[src/rtl/regfile_param.sv]
// Two-write / two-read register file with a background clear sweep.
// Define REGFILE_BYPASS_EN to forward same-cycle write data to the read ports.
module regfile_param #(
  parameter int unsigned WIDTH     = 16,
  parameter int unsigned ADDR_BITS = 4
) (
  input  logic                 clk,
  input  logic                 rst,
  input  logic                 in1_we,
  input  logic [ADDR_BITS-1:0] in1_sel,
  input  logic [WIDTH-1:0]     in1_data,
  input  logic                 in2_we,
  input  logic [ADDR_BITS-1:0] in2_sel,
  input  logic [WIDTH-1:0]     in2_data,
  input  logic [ADDR_BITS-1:0] out1_sel,
  output logic [WIDTH-1:0]     out1_data,
  input  logic [ADDR_BITS-1:0] out2_sel,
  output logic [WIDTH-1:0]     out2_data,
  input  logic                 clr_req,
  output logic                 clr_busy
);

  localparam int unsigned          DEPTH   = 2 ** ADDR_BITS;
  localparam logic [ADDR_BITS-1:0] LastIdx = ADDR_BITS'(DEPTH - 1);

  typedef enum logic [0:0] {StIdle, StSweep} state_e;

  state_e               state_q, state_d;
  logic [ADDR_BITS-1:0] cnt_q, cnt_d;
  logic [WIDTH-1:0]     regs_q [DEPTH];
  logic [WIDTH-1:0]     regs_d [DEPTH];

  always_comb begin
    state_d = state_q;
    cnt_d   = cnt_q;
    unique case (state_q)
      StIdle: begin
        if (clr_req) begin
          state_d = StSweep;
          cnt_d   = '0;
        end
      end
      StSweep: begin
        // Counter wraps to zero on its own as the last address is swept.
        cnt_d = cnt_q + ADDR_BITS'(1);
        if (cnt_q == LastIdx) begin
          state_d = StIdle;
        end
      end
      default: begin
        state_d = StIdle;
        cnt_d   = '0;
      end
    endcase
  end

  assign clr_busy = (state_q == StSweep);

  // Later assignments take priority: sweep < port 1 < port 2.
  always_comb begin
    regs_d = regs_q;
    if (state_q == StSweep) begin
      regs_d[cnt_q] = '0;
    end
    if (in1_we) begin
      regs_d[in1_sel] = in1_data;
    end
    if (in2_we) begin
      regs_d[in2_sel] = in2_data;
    end
  end

  always_ff @(posedge clk) begin
    if (rst) begin
      state_q <= StIdle;
      cnt_q   <= '0;
      regs_q  <= '{default: '0};
    end else begin
      state_q <= state_d;
      cnt_q   <= cnt_d;
      regs_q  <= regs_d;
    end
  end

`ifdef REGFILE_BYPASS_EN
  // regs_d already folds in this cycle's sweep and port writes.
  always_comb begin
    out1_data = rst ? regs_q[out1_sel] : regs_d[out1_sel];
    out2_data = rst ? regs_q[out2_sel] : regs_d[out2_sel];
  end
`else
  always_comb begin
    out1_data = regs_q[out1_sel];
    out2_data = regs_q[out2_sel];
  end
`endif

endmodule

[config.mk]
export PLATFORM = sky130hd
export DESIGN_NAME = regfile_param
export DESIGN_NICKNAME = d
export VERILOG_FILES = /design/src/rtl/regfile_param.sv
export SDC_FILE = /design/constraint.sdc
export NUM_CORES = 1
export LEC_CHECK = 0
export CELL_PAD_IN_SITES_DETAIL_PLACEMENT = 0
export CELL_PAD_IN_SITES_GLOBAL_PLACEMENT = 1
export CORE_MARGIN = 8
export CORE_UTILIZATION = 49
export CTS_BUF_LIST = sky130_fd_sc_hd__clkbuf_8
export CTS_CLUSTER_DIAMETER = 120
export DETAILED_ROUTE_END_ITERATION = 10
export PLACE_DENSITY_LB_ADDON = 0.08
export SYNTH_ARGS = -nofsm -noshare
export SYNTH_HDL_FRONTEND = slang
export SYNTH_SLANG_ARGS = --single-unit
[constraint.sdc]
create_clock -name clk -period 2.07 [get_ports clk]
set_clock_uncertainty 0.1 [all_clocks]
set_input_delay 0.3105 -clock clk [delete_from_list [all_inputs] [get_ports clk]]
set_output_delay 0.3105 -clock clk [all_outputs]
set_load 0.005 [all_outputs]
==> results.sh <==
export IMPL_synth_seq_cells=261
export IMPL_design_core_area_sq_um=35400
export IMPL_clock_root_buffer="clkbuf_8"
export IMPL_worst_slew_pin_slew_ns=0.543
export IMPL_grt_max_degree=61
export IMPL_crit_path_start_kind="register"
export IMPL_clk_pin_slew_ns=0.07
export IMPL_layout_drive_gt1_share=0.325
export IMPL_clock_sinks=261
export IMPL_crit_type="register to output pin"
export IMPL_seq_power_share=0.398
export IMPL_fin_nets=2075
export IMPL_grt_antenna_before_repair=0
export IMPL_r2r_slack_ns=0.25
export IMPL_area_growth_syn_to_layout_pct=25.6
export IMPL_synth_edf_count=0
export IMPL_crit_slowest_cell="mux4_2"
export IMPL_slowest_delay_ns=0.54
export IMPL_antenna_cells=0
export IMPL_drt_iter0_markers=3303
export IMPL_fin_crit_sh=1.20
export IMPL_violations="negative setup slack"
export IMPL_p_per_area_nw_per_um2=610
export IMPL_setup_ws_ns=-0.414
export IMPL_grt_setup_unrepaired="yes"
export IMPL_dp_slack_ns=-0.617
export IMPL_seq_area_sq_um=5290
export IMPL_multi_input_area_sq_um=11200
export IMPL_cts_tree="built"
export IMPL_final_common_cell="nor3_1"
export IMPL_critPathArrivalTime_ns=2.07
export IMPL_postSynthAreaPerCell_sq_um=8.96
export IMPL_end_kind="output pin"
export IMPL_hold_class="input pin to register"
export IMPL_rows=69
export IMPL_vias=19800
export IMPL_die_w_microns=205
export IMPL_wl_per_cell_microns=33.2
export IMPL_vias_per_cell=7.88
export IMPL_setup_violations=32
export IMPL_grt_use_total=0.388
export IMPL_wl_microns=83500
export IMPL_p_sw_frac=0.317
export IMPL_cp_buffers_inverters=2
export IMPL_intPower_mw=9.18
export IMPL_dp_hpwl_microns=55600
export IMPL_most_common_layout_cells="nor3_1 (258), nand3_1 (257), o211ai_1 (256)"
export IMPL_fmax_mhz=403
export IMPL_ioPinCount=86
export IMPL_yosysUniqueCellTypes=36
export IMPL_slew_violations=0
export IMPL_cap_violations=0
export IMPL_combPwrFrac=0.191
export IMPL_hold_viol=0
export IMPL_power_frac_clock=0.411
export IMPL_worstPathRequired_ns=1.66
export IMPL_die_h_microns=205
export IMPL_reg2reg_depth=6
export IMPL_fillers=2980
export IMPL_r2r_start="cnt_q[1]"
export IMPL_fin_crit_ns=2.48
export IMPL_leakage_nw=6.78
export IMPL_async_flop_share=0
export IMPL_syn_num_nets=2015
export IMPL_worstPathMaxFanout=3
export IMPL_final_cell_count_no_fill=2517
export IMPL_syn_inst=1957
export IMPL_power_switching_mw=4.27
export IMPL_dieArea_sq_um=42100
export IMPL_start_util=0.495
export IMPL_max_slew_margin=0.638
export IMPL_syn_area_sq_um=17500
export IMPL_overflow=0
export IMPL_power_mw=13.4
export IMPL_timing_rr_end="regs_q[57]"
export IMPL_place_port_buffers=85
export IMPL_route_detailed_drc=0
export IMPL_cp_cell_sequence="mux4_2 > a22oi_2 > buf_4 > nand2_4 > buf_6"
export IMPL_htreeDepth=2
export IMPL_crit_family="multiplexers"
export IMPL_ant_nets=0
export IMPL_drtPass1Iterations=8
export IMPL_max_vdd_ir_drop_mv=0.514
export IMPL_synth_main_ff_cell="dfxtp_1"
export IMPL_globalplace_congestion=0.958
export IMPL_hold_end="regs_q[230]"
export IMPL_post_place_cells=2427
export IMPL_min_from="rst"
export IMPL_grt_pass1_vias=19600
export IMPL_outcome="complete, but fails checks"
export IMPL_worstSkewPairLatency_ns=0.64
export IMPL_ys_warn_count=0
export IMPL_whs_path_depth=2
export IMPL_grt_pass1_wl_microns=126000
export IMPL_ys_seq_area_frac=0.298
export IMPL_cts_buffer_depth=3
export IMPL_cts_buffers=50
==> worst register-to-register path, cell delays in order, from the launching register on <==
cell and delay (ns):
dfxtp_1 0.45, inv_1 0.11, ha_1 0.25, nand4_1 0.18, buf_12 0.22, o211ai_1 0.12, a311oi_1 0.31
==> layout make-up <==
class | count | area share
multi-input cells | 1332 | 0.510
flip-flops and latches | 261 | 0.240
repair buffers | 368 | 0.175
clock buffers | 70 | 0.0438
well taps | 461 | 0.0262
clock inverters | 21 | 0.00392
inverters | 4 | 0.000682
==> metrics by stage <==
step / hold WS, ns / utilization / TNS, ns / area, sq um
global placement: 0.413 / 0.582 / -34.55 / 20600
detailed placement: 0.423 / 0.582 / -40.46 / 20600
floorplan: 0.395 / - / 0 / 17500
finish: 0.0527 / 0.622 / -9.92 / 22000
CTS: 0.00297 / 0.619 / -9.83 / 21900
global route: 0.0488 / 0.622 / -10.52 / 22000
==> routing by layer <==
layer,vias up,GRT usage,part of all wire
li1,8100,-,-
met1,9650,0.500,0.37
met2,1744,0.569,0.43
met3,349,0.131,0.14
met4,0,0.210,0.053
met5,-,0,0
==> worst max-delay path by stage <==
| stage | startpoint | end | cells past startpoint |
|---|---|---|---|
| 2_1_floorplan | out1_sel[0] | out1_data[10] | 5 |
| 3_3_place_gp | out2_sel[3] | out2_data[12] | 7 |
| 3_5_place_dp | out2_sel[0] | out2_data[9] | 6 |
| 4_1_cts | regs_q[79] | out2_data[15] | 5 |
| 5_1_grt | regs_q[76] | out2_data[12] | 5 |
| 6_report | regs_q[76] | out2_data[12] | 5 |
==> registers in the layout, indices dropped and copies added, names as in the netlist <==
name      flops
regs_q      256
clr_busy      1
cnt_q         4
==> cell families after synthesis <==
family | after synthesis | share of synthesized area
DFF | 261 | 0.298
AOI/OAI and AO/OA | 583 | 0.268
and+or+nand+nor | 615 | 0.180
muxes | 129 | 0.165
adders and majority gates | 5 | 0.00357
buffers and inverters | 364 | 0.0858
==> cell usage after synthesis (7+ instances only) <==
library cell / n / area, sq um
buf_2: 66 / 330
buf_6: 7 / 78.8
or2_1: 17 / 106
nand2_1: 34 / 128
a311oi_1: 255 / 2230
nand3_1: 259 / 1300
o211ai_1: 256 / 1920
clkbuf_1: 222 / 833
nor3_1: 258 / 1290
a22oi_1: 64 / 480
mux4_2: 128 / 2880
dfxtp_1: 261 / 5230
nand4b_1: 8 / 70.1
buf_1: 63 / 236
==> power groups by stage <==
| stage | logic, mW | registers, mW | clock network (mW) |
|---|---|---|---|
| floorplan | 1.28 | 5.37 | 0 |
| global placement | 2.39 | 5.43 | 0 |
| detailed placement | 2.41 | 5.44 | 0 |
| CTS | 2.46 | 5.33 | 5.49 |
| global route | 2.63 | 5.36 | 5.71 |
| finish | 2.56 | 5.35 | 5.53 |
==> timing repair <==
| item | in CTS | in global routing |
|---|---|---|
| gates resized for setup | 250 | 32 |
| hold buffers | 0 | 0 |
| setup endpoints to repair | 33 | 33 |
| pin swaps | 42 | 6 |
| buffers inserted | 2 | 0 |
Power figures use the tool's default switching activity.
